`src/rtl/uart_debug_ctrl_if.sv`:
```
// Bundle of the UART-side and core-debug-side signals of the debug controller.
// The master modport is the controller; the slave modport is the UART and
// core environment around it.
interface uart_debug_ctrl_if #(
   parameter int ADDR_W = 6
);
   logic [7:0]        rx_data;
   logic              rx_data_rdy;
   logic              tx_done;
   logic [7:0]        w_data;
   logic              write_enable;
   logic              cpu_halt;
   logic              cpu_en;
   logic              cpu_rst;
   logic [ADDR_W-1:0] dbg_addr;
   logic [31:0]       dbg_data;
   logic              busy;

   modport master (
      input  rx_data, rx_data_rdy, tx_done, cpu_halt, dbg_data,
      output w_data, write_enable, cpu_en, cpu_rst, dbg_addr, busy
   );

   modport slave (
      output rx_data, rx_data_rdy, tx_done, cpu_halt, dbg_data,
      input  w_data, write_enable, cpu_en, cpu_rst, dbg_addr, busy
   );
endinterface

```
`src/rtl/uart_debug_ctrl.sv`:
```
// UART debug controller: decodes single-byte commands, gates the core clock
// enable for run/step/reset, and streams the debug words plus the executed
// cycle counter back out through the UART transmitter, LSB first.
module uart_debug_ctrl #(
   parameter int NUM_WORDS  = 36,
   parameter int ADDR_W     = 6,
   parameter int RST_CYCLES = 4
) (
   input logic              clk,
   input logic              rst,
   uart_debug_ctrl_if.master bus
);
   localparam logic [3:0] IDLE     = 4'd0;
   localparam logic [3:0] RUN      = 4'd1;
   localparam logic [3:0] STEP     = 4'd2;
   localparam logic [3:0] CPU_RST  = 4'd3;
   localparam logic [3:0] RD_ADDR  = 4'd4;
   localparam logic [3:0] RD_WAIT  = 4'd5;
   localparam logic [3:0] RD_LATCH = 4'd6;
   localparam logic [3:0] SEND     = 4'd7;
   localparam logic [3:0] WAIT_TX  = 4'd8;

   localparam int IDX_W = $clog2(NUM_WORDS + 1);
   localparam int RST_W = $clog2(RST_CYCLES) + 1;

   logic [3:0]        state, state_next;
   logic [IDX_W-1:0]  idx;
   logic [1:0]        byte_idx;
   logic [RST_W-1:0]  rst_cnt;
   logic              ack;
   logic [31:0]       shreg;
   logic [31:0]       word_sel;
   logic [31:0]       cycle_cnt;
   logic [7:0]        w_data_q;
   logic              write_enable_q;
   logic              cpu_rst_q;
   logic [ADDR_W-1:0] dbg_addr_q;
   logic              busy_q;
   logic              cpu_en_c;

   // A halted core never gets an enable, and reset kills the enable at once.
   assign cpu_en_c = ~rst & ~bus.cpu_halt & ((state == STEP) | (state == RUN));

   assign bus.cpu_en       = cpu_en_c;
   assign bus.w_data       = w_data_q;
   assign bus.write_enable = write_enable_q;
   assign bus.cpu_rst      = cpu_rst_q;
   assign bus.dbg_addr     = dbg_addr_q;
   assign bus.busy         = busy_q;

   // The word after the last debug word is the executed-cycle counter.
   assign word_sel = (idx == IDX_W'(NUM_WORDS)) ? cycle_cnt : bus.dbg_data;

   // Next-state decode; bytes arriving outside IDLE never reach the decoder.
   always_comb begin
      state_next = state;
      case (state)
         IDLE: begin
            if (bus.rx_data_rdy) begin
               case (bus.rx_data)
                  8'h63:   state_next = RUN;
                  8'h73:   state_next = STEP;
                  8'h64:   state_next = RD_ADDR;
                  8'h72:   state_next = CPU_RST;
                  default: state_next = IDLE;
               endcase
            end
         end
         RUN:      if (bus.cpu_halt) state_next = RD_ADDR;
         STEP:     state_next = RD_ADDR;
         CPU_RST:  if (rst_cnt == RST_W'(RST_CYCLES - 1)) state_next = SEND;
         RD_ADDR:  state_next = RD_WAIT;
         RD_WAIT:  state_next = RD_LATCH;
         RD_LATCH: state_next = SEND;
         SEND:     state_next = WAIT_TX;
         WAIT_TX: begin
            if (bus.tx_done) begin
               if (ack)                         state_next = IDLE;
               else if (byte_idx != 2'd3)       state_next = SEND;
               else if (idx == IDX_W'(NUM_WORDS)) state_next = IDLE;
               else                             state_next = RD_ADDR;
            end
         end
         default:  state_next = IDLE;
      endcase
   end

   // State, counters and registered outputs; each byte is loaded into w_data
   // on the transition into SEND so write_enable is high during SEND itself.
   always_ff @(posedge clk) begin
      if (rst) begin
         state          <= IDLE;
         idx            <= '0;
         byte_idx       <= '0;
         rst_cnt        <= '0;
         ack            <= 1'b0;
         shreg          <= '0;
         cycle_cnt      <= '0;
         w_data_q       <= 8'h00;
         write_enable_q <= 1'b0;
         cpu_rst_q      <= 1'b0;
         dbg_addr_q     <= '0;
         busy_q         <= 1'b0;
      end else begin
         state          <= state_next;
         busy_q         <= (state_next != IDLE);
         cpu_rst_q      <= (state_next == CPU_RST);
         write_enable_q <= 1'b0;
         if (cpu_en_c) cycle_cnt <= cycle_cnt + 32'd1;
         case (state)
            IDLE: begin
               idx     <= '0;
               rst_cnt <= '0;
               ack     <= 1'b0;
            end
            CPU_RST: begin
               rst_cnt   <= rst_cnt + 1'b1;
               cycle_cnt <= '0;
               if (state_next == SEND) begin
                  w_data_q       <= 8'h52;
                  write_enable_q <= 1'b1;
                  ack            <= 1'b1;
               end
            end
            RD_ADDR:  dbg_addr_q <= ADDR_W'(idx);
            RD_LATCH: begin
               shreg          <= {8'h00, word_sel[31:8]};
               w_data_q       <= word_sel[7:0];
               write_enable_q <= 1'b1;
               byte_idx       <= 2'd0;
            end
            WAIT_TX: begin
               if (state_next == SEND) begin
                  w_data_q       <= shreg[7:0];
                  shreg          <= {8'h00, shreg[31:8]};
                  write_enable_q <= 1'b1;
                  byte_idx       <= byte_idx + 2'd1;
               end
               if (state_next == RD_ADDR) idx <= idx + 1'b1;
               if (state_next == IDLE) dbg_addr_q <= '0;
            end
            default: ;
         endcase
      end
   end
endmodule

```
`src/flat_wrapper.sv`:
```
// flat-port wrapper written by rule: the top's interface ports become plain ports
module uart_debug_ctrl_flat 
#(
   parameter int NUM_WORDS  = 36,
   parameter int ADDR_W     = 6,
   parameter int RST_CYCLES = 4
)
  (clk, rst, bus_rx_data, bus_rx_data_rdy, bus_tx_done, bus_cpu_halt, bus_dbg_data, bus_w_data, bus_write_enable, bus_cpu_en, bus_cpu_rst, bus_dbg_addr, bus_busy);
  uart_debug_ctrl_if #(.ADDR_W(ADDR_W)) bus_i ();
  input logic clk;
  input logic rst;
  input wire logic [$bits(bus_i.rx_data)-1:0] bus_rx_data;
  input wire logic [$bits(bus_i.rx_data_rdy)-1:0] bus_rx_data_rdy;
  input wire logic [$bits(bus_i.tx_done)-1:0] bus_tx_done;
  input wire logic [$bits(bus_i.cpu_halt)-1:0] bus_cpu_halt;
  input wire logic [$bits(bus_i.dbg_data)-1:0] bus_dbg_data;
  output wire logic [$bits(bus_i.w_data)-1:0] bus_w_data;
  output wire logic [$bits(bus_i.write_enable)-1:0] bus_write_enable;
  output wire logic [$bits(bus_i.cpu_en)-1:0] bus_cpu_en;
  output wire logic [$bits(bus_i.cpu_rst)-1:0] bus_cpu_rst;
  output wire logic [$bits(bus_i.dbg_addr)-1:0] bus_dbg_addr;
  output wire logic [$bits(bus_i.busy)-1:0] bus_busy;
  assign bus_i.rx_data = bus_rx_data;
  assign bus_i.rx_data_rdy = bus_rx_data_rdy;
  assign bus_i.tx_done = bus_tx_done;
  assign bus_i.cpu_halt = bus_cpu_halt;
  assign bus_i.dbg_data = bus_dbg_data;
  assign bus_w_data = bus_i.w_data;
  assign bus_write_enable = bus_i.write_enable;
  assign bus_cpu_en = bus_i.cpu_en;
  assign bus_cpu_rst = bus_i.cpu_rst;
  assign bus_dbg_addr = bus_i.dbg_addr;
  assign bus_busy = bus_i.busy;
  uart_debug_ctrl #(.NUM_WORDS(NUM_WORDS), .ADDR_W(ADDR_W), .RST_CYCLES(RST_CYCLES)) u_core (.clk(clk), .rst(rst), .bus(bus_i));
endmodule
```
`config.mk`:
```
export PLATFORM = sky130hd
export DESIGN_NAME = uart_debug_ctrl_flat
export DESIGN_NICKNAME = d
export VERILOG_FILES = /design/src/rtl/uart_debug_ctrl_if.sv /design/src/rtl/uart_debug_ctrl.sv /design/src/flat_wrapper.sv
export SDC_FILE = /design/constraint.sdc
export NUM_CORES = 1
export LEC_CHECK = 0
export CORE_MARGIN = 2
export CORE_UTILIZATION = 35
export DETAILED_ROUTE_END_ITERATION = 10
export PLACE_DENSITY = 0.55
export SLEW_MARGIN = 20
export SYNTH_ARGS = -nofsm -noshare
export SYNTH_HDL_FRONTEND = slang
export SYNTH_SLANG_ARGS = --single-unit
```
`constraint.sdc`:
```
create_clock -name clk -period 2.6 [get_ports clk]
set_input_delay 0.52 -clock clk [delete_from_list [all_inputs] [get_ports clk]]
set_output_delay 0.52 -clock clk [all_outputs]
set_load 0.02 [all_outputs]
```
==> out/metrics.csv, run 1 <==
stage,metric,value,unit
run_status,status,completed,
timing,fmax,391,MHz
placement,io_buffers,62,
die,pin_count,63,
timing,final-hold-violation-count,0,
setup_path,worst_setup_path_end_kind,register,
clock_network,cts.reportedPaths.clkPinSlew,60,ps
cells_and_area,area_growth,30.3,%
global_routing,grt_pass1_vias,3864,
die,coreArea,12600,µm²
drt,firstDrtPassIters,5,
cells_and_area,fillCellCount,1233,
timing,setup_tns,0,ps
power_and_ir_drop,powerDensity,493,nW/µm²
logic_synthesis,synthesis.nets,580,
die,start_util,0.357,
clock_network,insertion_delay,340,ps
timing,final.period_utilization,0.983,
cells_and_area,layout.nets,657,
setup_path,critPathKind,input pin to register,
logic_synthesis,ys_types,56,
placement,hpwlAfterDp,8.47,mm
power_and_ir_drop,p_total,2.89,mW
logic_synthesis,yosysMostFrequentCell,dfxtp_1,
drt,first_iter_violations,224,
logic_synthesis,synth_area_leaders,"dfxtp_1 40%, mux2i_1 7.4%, nor2_1 5.6%",
setup_path,rr_worst_depth,8,
timing,drv_slew,0,
setup_path,worst_ep_required_time,2810,ps
clock_network,root_buffer,clkbuf_16,
cells_and_area,antenna_cells,0,
setup_path,r2r-end,u_core.bus.w_data[1]$_SDFFE_PP0P_,
global_routing,grt-ovfl-total,0,
placement,place_inst,765,
setup_path,r2r_start,u_core.state[1]$_SDFF_PP0_,
logic_synthesis,yosysSeqAreaShare,0.397,
run,maxCapViolCount,0,
logic_synthesis,synth-seq-cells,89,
logic_synthesis,synthTopCellsByCount,"89 x dfxtp_1, 67 x nor2_1, 42 x nand2_1",
logic_synthesis,synth-edff-count,0,
logic_synthesis,synth_top_area_cell,dfxtp_1,
die,rows,41,
logic_synthesis,ys.flop_type,dfxtp_1,
timing,rsz0062_at_grt,true,
clock_network,cts_inserted_buffers,9,
global_routing,grt_max_degree,35,
timing,fin_skew,7.67,ps
die,die-area,13800,µm²
logic_synthesis,syn_area,4490,µm²
logic_synthesis,yosys_warnings,0,
setup_path,worstPathArrival,2770,ps
cells_and_area,finalNonFillerCells,781,
drt,ant_nets,0,
setup_path,setup.worst_path.start,bus_rx_data[1],
timing,finalSetupViolations,0,
timing,fin_crit,2560,ps
die,die_height,117,µm
drt,wl_per_cell,15.1,µm
global_routing,track_usage,0.177,
clock_network,cts.path.max_buffers,2,
setup_path,cp-start-kind,input pin,
setup_path,cp-endpoint,u_core.bus.w_data[1]$_SDFFE_PP0P_,
cells_and_area,drive_above_1_share,0.131,
clock_network,cts-htree-levels,3,
clock_network,cts_sinks,89,
drt,num_vias,4002,
setup_path,critPathMaxFanout,5,
global_routing,grt_pass1_wl,18.8,mm
logic_synthesis,syn_avg_cell_area,8.49,µm²
logic_synthesis,synthCells,529,
global_routing,antenna_found_initial,0,
drt,wl,11.8,mm
placement,gp_congestion,0.866,
logic_synthesis,ys_async_sr_fraction,0,
clock_network,cts_tree,done,
setup_path,r2r_setup_slack,180,ps
timing,maxSlewHeadroom,0.465,
power_and_ir_drop,irDropWorstVdd,252,µV
drt,via_per_inst,5.12,
logic_synthesis,synth_top_cell_area_share,0.397,
drt,drcViolationCount,0,
worst_hold_path,min_path_type,register to register,
timing,worst_slew_pin_slew,796,ps
power_and_ir_drop,p_leak,2.24,nW
die,die-width,117,µm
## registers in the layout, summed over array words and instances (netlist names)
name,flops
u_core.cycle_cnt,32
u_core.bus.busy,1
u_core.bus.dbg_addr,6
u_core.idx,6
u_core.shreg,24
u_core.state,4
u_core.bus.w_data,8
u_core.bus.write_enable,1
u_core.byte_idx,2
u_core.ack,1
u_core.bus.cpu_rst,1
u_core.rst_cnt,3
## stage by stage
step                      utilization  setup WS, ps  instance area, µm²  hold WS (ps)
after CTS                       0.460          7.89                5780           459
final                           0.465          44.6                5850           458
after global routing            0.465         -41.6                5850           485
after floorplan                     -           157                4490           428
after global placement          0.436          -384                5480           442
after detailed placement        0.436          -373                5480           451
## cell usage in the layout, fill, tap and decap left out, types with 3 or more instances in the layout
cell type	n
buf_4	37
nand2b_1	5
mux2i_1	33
or3_1	4
xnor2_1	13
nor3_1	13
xor2_1	19
o2111ai_1	8
clkbuf_16	9
o21ai_0	19
o21ai_1	17
a211oi_1	4
dfxtp_1	89
nor2_1	67
a22oi_1	3
o32ai_1	8
nand2_1	42
nand4_1	17
a21oi_1	21
and3_1	9
and4_1	5
inv_1	16
ha_1	6
a211oi_2	5
a22o_1	6
clkdlybuf4s50_1	60
and2_1	7
nor4_2	3
nand3_1	16
nor4_1	3
## report_power, final
part,switching (mW),internal [mW],total (mW)
clock network,0.522,0.828,1.35
logic,0.0777,0.0929,0.171
registers,0.000988,1.36,1.37
total,0.601,2.29,2.89
## per-layer routing
| metal | global-route usage | vias to the layer above | wire (µm) |
|---|---|---|---|
| li1 | - | 2052 | - |
| met3 | 0.0283 | 19 | 451 |
| met4 | 0.0776 | 0 | 260 |
| met1 | 0.239 | 1846 | 5730 |
| met5 | 0 | - | 0 |
| met2 | 0.281 | 85 | 5380 |
## cell type report
cell class	instances	area, µm²	share of cell area
multi-input combinational	387	2560	0.437
sequential	89	1780	0.305
timing repair buffer	101	928	0.159
clock buffer	10	229	0.0391
tap	172	215	0.0368
clock inverter	4	70.1	0.0120
inverter	18	67.6	0.0116
## logic make-up after synthesis
logic type,after synthesis,synth area share
AO/OA/AOI/OAI,104,0.154
AND/OR/NAND/NOR,211,0.244
XOR/XNOR,32,0.0624
adder cells (fa/ha/maj),6,0.0167
multiplexers,33,0.0736
buffers and inverters,54,0.0529
flip-flops,89,0.397
## worst min path at each step
stage                                               start                         endpoint  slack, ps  depth (start not counted)
after floorplan              u_core.shreg[1]$_SDFFE_PP0P_     u_core.shreg[1]$_SDFFE_PP0P_        430                          2
after global routing         u_core.shreg[6]$_SDFFE_PP0P_     u_core.shreg[6]$_SDFFE_PP0P_        480                          2
after global placement    u_core.byte_idx[0]$_SDFFE_PP0P_  u_core.byte_idx[0]$_SDFFE_PP0P_        440                          1
final                        u_core.shreg[1]$_SDFFE_PP0P_     u_core.shreg[1]$_SDFFE_PP0P_        460                          2
after detailed placement     u_core.shreg[1]$_SDFFE_PP0P_     u_core.shreg[1]$_SDFFE_PP0P_        450                          2
after CTS                    u_core.shreg[1]$_SDFFE_PP0P_     u_core.shreg[1]$_SDFFE_PP0P_        460                          2
## worst max-delay path: stages
cell and delay (ps):
clkdlybuf4s50_1 410, or4b_2 710, nor4_4 190, a211oi_2 100, a211o_2 400, a2111oi_1 330, nor3_1 90
## timing repair
item,4_1_cts,5_1_grt
gates cloned,0,1
gates resized for setup,2,12
endpoints found under the setup margin,2,23
hold buffers,0,0
setup buffers,0,1
pin swaps,0,3
Power figures use the tool's default switching activity.
==> run 2, diff against run 1 <==
- CTS_CLUSTER_SIZE: not set -> 20
- SETUP_SLACK_MARGIN: not set -> 0.15
==> out/metrics.csv, run 2 (same netlist as run 1, synthesis figures left out) <==
stage,metric,value,unit
timing,finalSetupViolations,0,
clock_network,root_buffer,clkbuf_16,
drt,drcViolationCount,0,
clock_network,cts_sinks,89,
clock_network,cts-htree-levels,3,
timing,drv_slew,0,
drt,via_per_inst,5.19,
cells_and_area,layout_common_cells,"88 x dfxtp_1, 67 x nor2_1, 54 x clkdlybuf4s50_1",
setup_path,worst_ep_required_time,2860,ps
die,pin_count,63,
global_routing,grt_pass1_wl,19.3,mm
cells_and_area,final_common_cell,dfxtp_1,
setup_path,critPathMaxFanout,16,
setup_path,cp-start-kind,register,
die,start_util,0.357,
setup_path,critPathKind,register to register,
worst_hold_path,min_path_type,register to register,
power_and_ir_drop,p_sw_frac,0.210,
global_routing,grt-ovfl-total,0,
run,maxCapViolCount,0,
drt,first_iter_violations,224,
cells_and_area,finalNonFillerCells,783,
global_routing,grt_max_degree,35,
timing,worst_slew_pin_slew,798,ps
placement,io_buffers,62,
cells_and_area,largest_reg_flops,32,
setup_path,worstPathArrival,2620,ps
cells_and_area,seq_area,1780,µm²
power_and_ir_drop,irDropWorstVdd,253,µV
timing,fmax,424,MHz
setup_path,worst_setup_path_end_kind,register,
clock_network,hold_buffers,0,
timing,final.period_utilization,0.907,
power_and_ir_drop,intPower,2.29,mW
placement,hpwlAfterDp,8.47,mm
timing,fin_crit,2360,ps
drt,wl_per_cell,15.3,µm
cells_and_area,multi_input_area,2610,µm²
global_routing,grt_pass1_vias,3899,
clock_network,cts.path.max_buffers,2,
power_and_ir_drop,clkPwrFrac,0.468,
clock_network,cts_tree,done,
power_and_ir_drop,powerDensity,487,nW/µm²
power_and_ir_drop,power_switching,0.607,mW
global_routing,antenna_found_initial,0,
cells_and_area,largest-register,u_core.cycle_cnt,
clock_network,cts.reportedPaths.clkPinSlew,60,ps
placement,place_inst,765,
clock_network,insertion_delay,340,ps
power_and_ir_drop,p_comb_frac,0.060,
clock_network,cts_inserted_buffers,9,
power_and_ir_drop,p_total,2.89,mW
drt,wl,12.0,mm
cells_and_area,fillCellCount,1221,
timing,maxSlewHeadroom,0.464,
die,die-width,117,µm
drt,num_vias,4063,
drt,firstDrtPassIters,4,
cells_and_area,antenna_cells,0,
die,die-area,13800,µm²
cells_and_area,layout.nets,659,
timing,setup_tns,0,ps
cells_and_area,area_growth,32.3,%
timing,fin_skew,7.59,ps
placement,gp_congestion,0.866,
drt,ant_nets,0,
run_status,status,completed,
power_and_ir_drop,seqPwrFrac,0.472,
die,die_height,117,µm
timing,rsz0062_at_grt,true,
die,rows,41,
timing,final-hold-violation-count,0,
cells_and_area,drive_above_1_share,0.149,
power_and_ir_drop,p_leak,2.30,nW
global_routing,track_usage,0.182,
die,coreArea,12600,µm²
==> run 2: changes by cell type in the layout (fill, tap and decap cells not counted), moves of 2 or more <==
| cell | change |
|---|---|
| buf_6 | +3 |
| o2111ai_1 | -2 |
| and4_1 | -2 |
| dlygate4sd2_1 | +2 |
| a21oi_2 | +2 |
| clkdlybuf4s50_1 | -6 |
| a21oi_1 | -2 |
| dlymetal6s2s_1 | +4 |
| and4_4 | +2 |
==> run 2: cell type report <==
class | count | area share
Multi-Input combinational cell | 387 | 0.440
Clock buffer | 10 | 0.0385
Clock inverter | 4 | 0.0118
Tap cell | 172 | 0.0362
Inverter | 18 | 0.0114
Timing Repair Buffer | 103 | 0.162
Sequential cell | 89 | 0.300
==> run 2: power groups by stage <==
stage	sequential, mW	clock [mW]	combinational, mW
floorplan	1.40	0	0.0590
global placement	1.40	0	0.166
detailed placement	1.40	0	0.167
CTS	1.37	1.39	0.170
global route	1.36	1.45	0.187
finish	1.37	1.35	0.173
==> run 2: repair_timing <==
| action | in CTS | in global routing |
|---|---|---|
| pin swaps | 5 | 13 |
| gates cloned | 1 | 0 |
| endpoints found under the setup margin | 41 | 49 |
| gates resized for setup | 17 | 21 |
| buffers inserted | 1 | 2 |
==> run 2: worst paths after layout <==
check                               start                           endpoint  slack, ps  cells after the start
min          u_core.shreg[1]$_SDFFE_PP0P_       u_core.shreg[1]$_SDFFE_PP0P_        460                      2
max reg2reg    u_core.state[1]$_SDFF_PP0_  u_core.bus.w_data[1]$_SDFFE_PP0P_        240                      8
max            u_core.state[1]$_SDFF_PP0_  u_core.bus.w_data[1]$_SDFFE_PP0P_        240                      8
min reg2reg  u_core.shreg[1]$_SDFFE_PP0P_       u_core.shreg[1]$_SDFFE_PP0P_        460                      2
==> run 2: through the flow <==
step | setup slack (ps) | instance area [µm²] | util | hold WS, ps
finish | 242 | 5940 | 0.473 | 462
global route | 119 | 5940 | 0.473 | 485
CTS | 134 | 5840 | 0.465 | 459
detailed placement | -373 | 5480 | 0.436 | 451
global placement | -384 | 5480 | 0.436 | 442
floorplan | 157 | 4490 | - | 428
==> run 2: worst max-delay path, cell delays in order, from the launching register on <==
cell	delay, ps
dfxtp_1	330
or4b_4	570
nor4b_4	400
a21oi_2	110
buf_4	160
a211oi_4	250
buf_6	210
nor2_1	50
nor3_1	180
==> run 2: layer usage <==
layer  up-vias  track usage  wire length (µm)
met2        99        0.293              5530
li1       2057            -                 -
met4         0       0.0729               225
met1      1891        0.245              5680
met3        16       0.0278               546
met5         -            0                 0
